--- src/rtl/keccak_pad_sequencer.sv ---
// keccak_pad_sequencer
// Collects a stream of message words into full Keccak rate blocks. The final
// word of a message receives the byte-granular 0x01 pad; the remainder of the
// block is zero-filled and the last word of the final block carries 0x80 in
// its low byte. A completed block is held on blk_data until blk_ack.

`default_nettype none

module keccak_pad_sequencer #(
    parameter int IW         = 64,
    parameter int RATE_WORDS = 9
) (
    input  logic                       clk,
    input  logic                       rst_n,
    input  logic [IW-1:0]              in_data,
    input  logic                       in_valid,
    input  logic                       in_last,
    input  logic [3:0]                 in_bytes,
    output logic                       in_ready,
    output logic [IW*RATE_WORDS-1:0]   blk_data,
    output logic                       blk_valid,
    output logic                       blk_last,
    input  logic                       blk_ack
);

    localparam int         NBYTES = IW / 8;
    localparam int         CW     = $clog2(RATE_WORDS + 1);
    localparam logic [CW-1:0] LAST_CNT = CW'(RATE_WORDS - 1);
    // in_bytes is taken modulo the bytes per word (3 bits for 64, 4 for 128)
    localparam logic [3:0] BMASK  = 4'(NBYTES - 1);
    localparam logic [IW-1:0] FINAL_BIT = IW'(8'h80);

`ifdef SIMULATION
    initial begin
        if (IW != 64 && IW != 128) begin
            $display("keccak_pad_sequencer: unsupported IW=%0d (only 64 or 128)", IW);
            $finish;
        end
    end
`endif

    typedef enum logic [1:0] {
        FILL = 2'd0,
        PAD  = 2'd1,
        FULL = 2'd2
    } state_t;

    state_t          state, state_nxt;
    logic [CW-1:0]   count, count_nxt;
    logic            last_nxt;
    logic            shift_en;
    logic [IW-1:0]   shift_word;
    logic [3:0]      pad_n;

    // Keep bytes 0..n-1 (byte 0 is the MSB byte), place 0x01 at byte n,
    // zero every byte after it.
    function automatic logic [IW-1:0] pad_word(input logic [IW-1:0] d,
                                               input logic [3:0]    n);
        logic [IW-1:0] w;
        w = '0;
        for (int b = 0; b < NBYTES; b++) begin
            if (b < int'(n))
                w[IW-1-8*b -: 8] = d[IW-1-8*b -: 8];
            else if (b == int'(n))
                w[IW-1-8*b -: 8] = 8'h01;
        end
        return w;
    endfunction

    assign pad_n     = in_bytes & BMASK;
    assign in_ready  = (state == FILL);
    assign blk_valid = (state == FULL);

    // Next-state, word-count and buffer-write selection
    always_comb begin
        state_nxt  = state;
        count_nxt  = count;
        last_nxt   = blk_last;
        shift_en   = 1'b0;
        shift_word = '0;
        unique case (state)
            FILL: begin
                if (in_valid) begin
                    shift_en  = 1'b1;
                    count_nxt = count + 1'b1;
                    if (in_last) begin
                        shift_word = pad_word(in_data, pad_n);
                        if (count == LAST_CNT) begin
                            // Pad and final bit land in the same word
                            shift_word = shift_word | FINAL_BIT;
                            count_nxt  = count;
                            last_nxt   = 1'b1;
                            state_nxt  = FULL;
                        end else begin
                            state_nxt  = PAD;
                        end
                    end else begin
                        shift_word = in_data;
                        if (count == LAST_CNT) begin
                            count_nxt = count;
                            last_nxt  = 1'b0;
                            state_nxt = FULL;
                        end
                    end
                end
            end
            PAD: begin
                shift_en  = 1'b1;
                count_nxt = count + 1'b1;
                if (count == LAST_CNT) begin
                    shift_word = FINAL_BIT;
                    count_nxt  = count;
                    last_nxt   = 1'b1;
                    state_nxt  = FULL;
                end
            end
            FULL: begin
                if (blk_ack) begin
                    count_nxt = '0;
                    last_nxt  = 1'b0;
                    state_nxt = FILL;
                end
            end
            default: begin
                count_nxt = '0;
                last_nxt  = 1'b0;
                state_nxt = FILL;
            end
        endcase
    end

    // Control registers: state, word count, final-block flag
    always_ff @(posedge clk or negedge rst_n) begin
        if (!rst_n) begin
            state    <= FILL;
            count    <= '0;
            blk_last <= 1'b0;
        end else begin
            state    <= state_nxt;
            count    <= count_nxt;
            blk_last <= last_nxt;
        end
    end

    // Rate buffer: words enter at the LSB end, first word ends up at the MSBs
    always_ff @(posedge clk or negedge rst_n) begin
        if (!rst_n) begin
            blk_data <= '0;
        end else if (shift_en) begin
            blk_data <= {blk_data[IW*(RATE_WORDS-1)-1:0], shift_word};
        end
    end

endmodule

`default_nettype wire

--- config.mk ---
export PLATFORM = sky130hd
export DESIGN_NAME = keccak_pad_sequencer
export DESIGN_NICKNAME = d
export VERILOG_FILES = /design/src/rtl/keccak_pad_sequencer.sv
export SDC_FILE = /design/constraint.sdc
export NUM_CORES = 1
export LEC_CHECK = 0
export ABC_AREA = 1
export CAP_MARGIN = 20
export CORE_AREA = 8 8 251 253
export DETAILED_ROUTE_END_ITERATION = 8
export DIE_AREA = 0 0 259 261
export GPL_ROUTABILITY_DRIVEN = 0
export PLACE_DENSITY = 0.65
export SLEW_MARGIN = 10
export SYNTH_ARGS = -nofsm -noshare
export SYNTH_HDL_FRONTEND = slang
export SYNTH_SLANG_ARGS = --single-unit
--- constraint.sdc ---
create_clock -name clk -period 3.65 [get_ports clk]
set_clock_uncertainty 0.05 [all_clocks]
set_input_delay 0.365 -clock clk [delete_from_list [all_inputs] [get_ports clk]]
set_output_delay 0.365 -clock clk [all_outputs]
set_load 0.05 [all_outputs]
==> flow_metrics.env, run 1 <==
export IMPL_grt_pass1_vias=17771
export IMPL_cap_violations=0
export IMPL_critPathMaxFanout=7
export IMPL_cts_tree="built"
export IMPL_routedWlPerCell_um=19.6
export IMPL_dp_cells=3749
export IMPL_final_max_slew_viol_count=0
export IMPL_avgSynthCellArea_um2=9.10
export IMPL_fmax_mhz=369
export IMPL_antenna_cells=0
export IMPL_die_w_um=259
export IMPL_comb_power_share_pct=51.1
export IMPL_die_y_um=261
export IMPL_pin_count=652
export IMPL_core_um2=59300
export IMPL_yosysSeqAreaShare_pct=66.4
export IMPL_clockPowerShare_pct=18.0
export IMPL_power_frac_seq_pct=30.9
export IMPL_hold_viol=0
export IMPL_avgViaCountPerCell=4.70
export IMPL_htree_levels=2
export IMPL_post_cts_buffers=0
export IMPL_leakagePower_nw=15.3
export IMPL_fin_crit_sh_pct=74.2
export IMPL_yosysWarnings=0
export IMPL_grt_util_all_layers_pct=21.4
export IMPL_instances_no_fill=3865
export IMPL_final_common_cell="nand2_1"
export IMPL_required_ps=3230
export IMPL_ys_ff_latch=583
export IMPL_cts_resized=0
export IMPL_cts_max_path_buffers=3
export IMPL_synth_distinct_cells=19
export IMPL_grt_first_pass_wirelength_mm=113
export IMPL_p_per_area_nw_per_um2=1110
export IMPL_cts_sinks=583
export IMPL_drcViolationCount=0
export IMPL_ir_drop_mv=0.767
export IMPL_io_buffers=650
export IMPL_synthCells=2413
export IMPL_routed_wl_mm=75.6
export IMPL_clock_root_buffer="clkbuf_16"
export IMPL_initial_utilization_pct=37.0
export IMPL_grt_antenna_before_repair=1
export IMPL_status="finished clean"
export IMPL_start_kind="flop"
export IMPL_synthesis_nets=2488
export IMPL_dieArea_um2=67600
export IMPL_clock_insertion_delay_worst_skew_ps=620
export IMPL_num_rows=90
export IMPL_drt_pre_antenna_iters=7
export IMPL_num_vias=18164
export IMPL_fin_crit_ps=2710
export IMPL_path_clk_slew_ps=60
export IMPL_syn_area_um2=22000
export IMPL_swShare_pct=50.0
export IMPL_fin_nets=3106
export IMPL_ant_nets=0
export IMPL_p_sw_mw=17.4
export IMPL_relSlewSlack_pct=31.2
export IMPL_tightest_slew_ps=1030
export IMPL_arrival_ps=2290
export IMPL_setup_viol=0
export IMPL_rsz0062_at_grt="no"
export IMPL_place_hpwl_mm=55.8
export IMPL_cp_end_kind="primary output"
export IMPL_intPower_mw=17.4
export IMPL_critPathKind="reg -> out"
export IMPL_drive_gt1_share_pct=4.41
export IMPL_min_path_type="in -> reg"
export IMPL_syn_to_final_growth_pct=42.7
export IMPL_numCtsBuffers=61
export IMPL_detail_route_iter0_violations=1535
export IMPL_setup_tns_ps=0
export IMPL_grt_max_degree=213
export IMPL_overflow=0
export IMPL_final_cell_mix="1275 x nand2_1, 649 x clkdlybuf4s50_1, 583 x dfrtp_1"
## cells by family after synthesis
family | after synthesis | synth area share [%]
AO/OA/AOI/OAI | 226 | 5.22
XOR/XNOR | 1 | 0.0399
adder cells (fa/ha/maj) | 2 | 0.114
buffers and inverters | 252 | 4.80
flip-flops | 583 | 66.4
AND/OR/NAND/NOR | 1349 | 23.4
## routing by layer
layer | GRT usage, % | part of all wire, % | up-vias
li1 | - | - | 8673
met1 | 28.0 | 42 | 8780
met2 | 35.1 | 48 | 573
met3 | 4.26 | 5.7 | 136
met4 | 8.25 | 4.1 | 2
met5 | 0 | 0.012 | -
## power groups by stage
stage | sequential, mW | clock [mW] | combinational, mW
global placement | 10.7 | 0 | 17.7
floorplan | 17.9 | 0 | 3.71
global route | 11.0 | 6.65 | 18.6
detailed placement | 10.8 | 0 | 17.9
CTS | 10.7 | 6.39 | 17.9
finish | 10.7 | 6.25 | 17.7
## worst max-delay path, stage by stage, from the launching register on
cell and delay, ps:
dfrtp_1 480, nor2_1 300, clkdlybuf4s50_1 900
## final timing paths
path	end	cells after the start	start	slack [ps]
setup / recovery	in_ready	2	state[1]	940
hold / removal	blk_data[60]	3	in_data[60]	250
setup reg to reg	blk_data[15]	6	state[1]	1330
hold reg to reg	blk_data[568]	2	blk_data[568]	420
max in group asynchronous	blk_data[157]	3	rst_n	2110
min in group asynchronous	blk_data[418]	2	rst_n	380
## synthesized netlist by cell type
cell         n  area (um2)
nand2_1   1275        4790
o21ai_0    139         696
nor3_1       2        10.0
a21oi_4      1        16.3
inv_2        2        7.51
dfrtp_1    583       14600
ha_1         2        25.0
o21ai_1     85         425
nor2_1      18        67.6
buf_4        4        30.0
buf_2       75         375
nand4_1      2        12.5
nor2_4       1        11.3
inv_1      124         465
a21oi_2      1        8.76
clkbuf_1    38         143
nand3_1     51         255
buf_1        9        33.8
xnor2_1      1        8.76
## stage by stage
stage / utilization [%] / hold WS, ps / power (mW) / worst slack (ps) / area, um2
after floorplan: - / 19.4 / 21.6 / 1490 / 22000
after global placement: 49.3 / 404 / 28.4 / 999 / 29300
after detailed placement: 49.3 / 408 / 28.7 / 981 / 29300
after CTS: 52.8 / 209 / 35.0 / 887 / 31300
after global routing: 52.8 / 243 / 36.3 / 823 / 31300
final: 52.8 / 246 / 34.7 / 941 / 31300
## layout make-up
| cell class | count | area (um2) |
|---|---|---|
| clock buffer | 94 | 1830 |
| timing repair buffer | 681 | 6920 |
| inverter | 126 | 480 |
| multi-input combinational | 1578 | 6320 |
| fill | 5382 | 28000 |
| sequential | 583 | 14600 |
| tap | 782 | 978 |
| clock inverter | 21 | 215 |
## state kept, by name, indices dropped and copies added, names as in the netlist
| signal | flops |
|---|---|
| blk_last | 1 |
| count | 4 |
| state | 2 |
| blk_data | 576 |
## timing repair
item,4_1_cts,5_1_grt
hold endpoints to repair,99,0
endpoints found under the setup margin,0,0
hold buffers,1,0
No activity file was read; power rests on OpenSTA's default activity.
==> run 2, diff against run 1 <==
--- a/config.mk
+++ b/config.mk
@@ -7,11 +7,11 @@
 export LEC_CHECK = 0
 export ABC_AREA = 1
 export CAP_MARGIN = 20
-export CORE_AREA = 8 8 251 253
+export CORE_AREA = 8 8 249 251
 export DETAILED_ROUTE_END_ITERATION = 8
-export DIE_AREA = 0 0 259 261
+export DIE_AREA = 0 0 257 259
 export GPL_ROUTABILITY_DRIVEN = 0
-export PLACE_DENSITY = 0.65
+export PLACE_DENSITY = 0.68
 export SLEW_MARGIN = 10
 export SYNTH_ARGS = -nofsm -noshare
 export SYNTH_HDL_FRONTEND = slang
==> constraint.sdc (replaced) <==
create_clock -name clk -period 2.3 [get_ports clk]
set_clock_uncertainty 0.05 [all_clocks]
set_input_delay 0.23 -clock clk [delete_from_list [all_inputs] [get_ports clk]]
set_output_delay 0.23 -clock clk [all_outputs]
set_load 0.05 [all_outputs]
==> run 2 against run 1 <==
Register-to-register slack got worse by 870 ps. Clock power increased by 54%. Non-clock buffer count up 39. Core utilization up 1.6 points. Critical endpoint is now blk_data[343].
==> flow_metrics.env, run 2 (synthesis results as in run 1) <==
export IMPL_hold_slack_ps=63.9
export IMPL_htree_levels=2
export IMPL_critPathMaxStageDelay_ps=920
export IMPL_path_clk_slew_ps=60
export IMPL_finalInstanceArea_um2=31700
export IMPL_power_mw=55.4
export IMPL_core_um2=58200
export IMPL_tightest_slew_ps=638
export IMPL_p_per_area_nw_per_um2=1750
export IMPL_fmax_mhz=444
export IMPL_hold_viol=0
export IMPL_path_depth=1
export IMPL_leakagePower_nw=15.6
export IMPL_reg2reg_from="state[1]"
export IMPL_fin_crit_ps=2250
export IMPL_reg2reg_depth=6
export IMPL_numCtsBuffers=60
export IMPL_crit_family="buffers and inverters"
export IMPL_grt_antenna_before_repair=1
export IMPL_required_ps=2020
export IMPL_overflow=0
export IMPL_ir_drop_mv=1.05
export IMPL_place_ws_ps=232
export IMPL_fin_crit_sh_pct=97.9
export IMPL_place_hpwl_mm=58.0
export IMPL_reg_top3="blk_data: 576 flops, count: 4 flops, state: 2 flops"
export IMPL_drt_pre_antenna_iters=6
export IMPL_grt_first_pass_wirelength_mm=116
export IMPL_min_path_type="in -> async"
export IMPL_grt_max_degree=96
export IMPL_largest_register="blk_data"
export IMPL_routedWlPerCell_um=19.7
export IMPL_cp_end_kind="primary output"
export IMPL_setup_tns_ps=0
export IMPL_num_vias=18651
export IMPL_critPathMaxFanout=3
export IMPL_final_common_cell="nand2_1"
export IMPL_slowest_stage="clkdlybuf4s50_1"
export IMPL_largest_register_ffs=576
export IMPL_status="finished clean"
export IMPL_cap_violations=0
export IMPL_arrival_ps=1970
export IMPL_drcViolationCount=0
export IMPL_clock_insertion_delay_worst_skew_ps=620
export IMPL_final_max_slew_viol_count=0
export IMPL_crit_start="blk_data[343]"
export IMPL_fin_nets=3144
export IMPL_utilization_pct=54.4
export IMPL_post_cts_buffers=0
export IMPL_fillers=5178
export IMPL_cts_sinks=583
export IMPL_cts_tree="built"
export IMPL_detail_route_iter0_violations=1594
export IMPL_critPathBufInv=1
export IMPL_drive_gt1_share_pct=5.49
export IMPL_clock_root_buffer="clkbuf_16"
export IMPL_final_cell_mix="1275 x nand2_1, 637 x clkdlybuf4s50_1, 583 x dfrtp_1"
export IMPL_die_y_um=259
export IMPL_pin_count=652
export IMPL_relSlewSlack_pct=57.3
export IMPL_cts_max_path_buffers=3
export IMPL_ant_nets=0
export IMPL_grt_pass1_vias=18432
export IMPL_avgViaCountPerCell=4.79
export IMPL_dieArea_um2=66600
export IMPL_rsz0062_at_grt="no"
export IMPL_dp_cells=3779
export IMPL_io_buffers=650
export IMPL_start_kind="flop"
export IMPL_routed_wl_mm=76.6
export IMPL_crit_chain="clkdlybuf4s50_1"
export IMPL_syn_to_final_growth_pct=44.2
export IMPL_setup_viol=0
export IMPL_instances_no_fill=3890
export IMPL_grt_util_all_layers_pct=22.1
export IMPL_num_rows=89
export IMPL_setup_slack_ps=49.2
export IMPL_initial_utilization_pct=37.7
export IMPL_critPathKind="reg -> out"
export IMPL_die_w_um=257
export IMPL_place_area_um2=29700
-- run 2: where the power goes --
group | switching [mW] | internal, mW | leakage [nW]
clock | 4.04 | 5.60 | 0.972
sequential | 3.26 | 13.8 | 7.91
combinational | 20.3 | 8.32 | 6.69
-- run 2: what timing repair did --
item,in CTS,in global routing
endpoints found under the setup margin,10,2
hold buffers,1,0
endpoints found under the hold margin,324,0
resized for setup,10,2
-- run 2: metal layers --
metal,global-route usage (%),wire length [um]
met5,0,0
met4,8.45,3140
met3,4.13,4330
met2,36.8,37300
met1,28.6,31800
-- run 2: path summary, 6_finish.rpt --
check,slack [ps],endpoint
worst min register to register,430,blk_data[573]
worst max-delay path,50,blk_data[343]
worst min-delay path,60,blk_data[417]
min in group clk,120,blk_data[60]
worst max register to register,460,blk_data[24]
max in group asynchronous,1210,blk_data[343]
-- run 2: cell type report --
type	instances	area, um2	share of cell area, %
Tap cell	773	967	3.05
Clock buffer	88	1760	5.55
Multi-Input combinational cell	1578	6320	20.0
Clock inverter	21	194	0.612
Timing Repair Buffer	720	7370	23.3
Antenna cell	1	2.50	0.00790
Inverter	126	480	1.52
Sequential cell	583	14600	46.1
==> run 3, diff against run 2 <==
--- a/config.mk
+++ b/config.mk
@@ -10,7 +10,7 @@
 export CORE_AREA = 8 8 249 251
 export DETAILED_ROUTE_END_ITERATION = 8
 export DIE_AREA = 0 0 257 259
-export GPL_ROUTABILITY_DRIVEN = 0
+export GPL_ROUTABILITY_DRIVEN = 1
 export PLACE_DENSITY = 0.68
 export SLEW_MARGIN = 10
 export SYNTH_ARGS = -nofsm -noshare
==> run 3 against run 2 <==
Count of clock-buffer cells in the layout shrank 9. Die area did not move. Register-to-register slack barely moved. Worst setup slack worse by 4.9 ps. Final area rose by 0.20%. Routed wire length shrank 0.40%. Hold slack got worse by 13 ps. Fmax fell by 0.22%. Clock power rose by 6%. First-iteration DRC count grew 7.5%. Flip-flop and latch count unchanged. Global-route usage is 0.084 points lower.
==> flow_metrics.env, run 3 (synthesis results as in run 1) <==
export IMPL_status="finished clean"
export IMPL_grt_first_pass_wirelength_mm=115
export IMPL_fin_nets=3140
export IMPL_num_vias=18430
export IMPL_overflow=0
export IMPL_place_hpwl_mm=57.7
export IMPL_met3WireLength_mm=4.89
export IMPL_drcViolationCount=0
export IMPL_place_congestion=0.890
export IMPL_fin_crit_sh_pct=98.1
export IMPL_wl_met2_mm=36.2
export IMPL_grt_antenna_before_repair=0
export IMPL_post_cts_buffers=0
export IMPL_grt_pass1_vias=18112
export IMPL_leakagePower_nw=15.6
export IMPL_routed_wl_mm=76.3
export IMPL_htree_levels=2
export IMPL_ir_drop_mv=0.957
export IMPL_crit_family="buffers and inverters"
export IMPL_final_common_cell="nand2_1"
export IMPL_die_y_um=259
export IMPL_fin_crit_ps=2260
export IMPL_largest_register="blk_data"
export IMPL_setup_tns_ps=0
export IMPL_final_cell_mix="1275 x nand2_1, 634 x clkdlybuf4s50_1, 583 x dfrtp_1"
export IMPL_slowest_stage="clkdlybuf4s50_1"
export IMPL_place_area_um2=29700
export IMPL_path_clk_slew_ps=60
export IMPL_grt_util_all_layers_pct=22.0
export IMPL_crit_chain="clkdlybuf4s50_1"
export IMPL_dieArea_um2=66600
export IMPL_fmax_mhz=443
export IMPL_clock_insertion_delay_worst_skew_ps=620
export IMPL_min_path_type="in -> async"
export IMPL_cp_end_kind="primary output"
export IMPL_syn_to_final_growth_pct=44.5
export IMPL_r2r_end="blk_data[26]"
export IMPL_reg_top3="blk_data: 576 flops, count: 4 flops, state: 2 flops"
export IMPL_critPathMaxStageDelay_ps=860
export IMPL_p_per_area_nw_per_um2=1760
export IMPL_critPathBufInv=1
export IMPL_arrival_ps=1980
export IMPL_reg2reg_from="state[1]"
export IMPL_cts_sinks=583
export IMPL_reg2reg_slack_ps=450
export IMPL_critPathMaxFanout=3
export IMPL_required_ps=2020
export IMPL_cts_tree="built"
export IMPL_num_rows=89
export IMPL_dr_max_layer_used="met4"
export IMPL_antenna_cells=0
export IMPL_wl_met1_mm=31.3
export IMPL_grt_max_degree=88
export IMPL_rsz0062_at_grt="no"
export IMPL_io_buffers=650
export IMPL_crit_start="blk_data[178]"
export IMPL_relSlewSlack_pct=56.1
export IMPL_routedWlPerCell_um=19.6
export IMPL_hold_slack_ps=50.5
export IMPL_drive_gt1_share_pct=5.74
export IMPL_cts_max_path_buffers=3
export IMPL_cap_violations=0
export IMPL_die_w_um=257
export IMPL_ant_nets=0
export IMPL_numCtsBuffers=61
export IMPL_tightest_slew_ps=658
export IMPL_core_um2=58200
export IMPL_hold_viol=0
export IMPL_detail_route_iter0_violations=1714
export IMPL_largest_register_ffs=576
export IMPL_initial_utilization_pct=37.7
export IMPL_finalInstanceArea_um2=31700
export IMPL_power_mw=55.8
export IMPL_reg2reg_depth=6
export IMPL_drt_pre_antenna_iters=5
export IMPL_pin_count=652
export IMPL_avgViaCountPerCell=4.74
export IMPL_start_kind="flop"
export IMPL_clock_root_buffer="clkbuf_16"
export IMPL_setup_viol=0
export IMPL_final_max_slew_viol_count=0
export IMPL_critPathKind="reg -> out"
==> run 3: report_power, final <==
part	internal, mW	switching, mW
clock	5.99	4.19
sequential	13.8	3.28
combinational	8.27	20.3
==> run 3: worst max-delay path by stage <==
| stage | end | slack (ps) | cells after the start |
|---|---|---|---|
| 6_report | blk_data[178] | 40 | 1 |
| 5_1_grt | blk_data[185] | 2 | 1 |
| 4_1_cts | blk_data[188] | 4 | 1 |
| 3_5_place_dp | blk_data[265] | 160 | 7 |
| 3_3_place_gp | blk_data[262] | 210 | 7 |
| 2_1_floorplan | blk_data[32] | 140 | 6 |
==> run 3: what timing repair did <==
action | CTS | global route
hold buffers | 1 | 0
endpoints found under the hold margin | 428 | 0
cloned | 0 | 0
endpoints found under the setup margin | 10 | 5
gates resized for setup | 10 | 6
==> run 3: routing by layer <==
layer  vias up  track usage, %
li1       8742               -
met1      8847            28.0
met2       670            35.9
met3       171            4.89
met4         0            9.90
met5         -               0
==> run 3: stage by stage <==
stage | worst slack [ps] | cells | utilization (%)
3_3_place_gp | 213 | 3774 | 50.9
2_1_floorplan | 139 | 2413 | -
5_1_grt | 1.63 | 3890 | 54.5
4_1_cts | 3.64 | 3890 | 54.5
3_5_place_dp | 164 | 3774 | 50.9
6_report | 44.2 | 3890 | 54.5
==> run 3: cell type report <==
| type | instances | area [um2] |
|---|---|---|
| Inverter | 126 | 480 |
| Clock inverter | 36 | 384 |
| Clock buffer | 79 | 1690 |
| Fill cell | 5197 | 26500 |
| Multi-Input combinational cell | 1578 | 6320 |
| Sequential cell | 583 | 14600 |
| Timing Repair Buffer | 715 | 7310 |
| Tap cell | 773 | 967 |
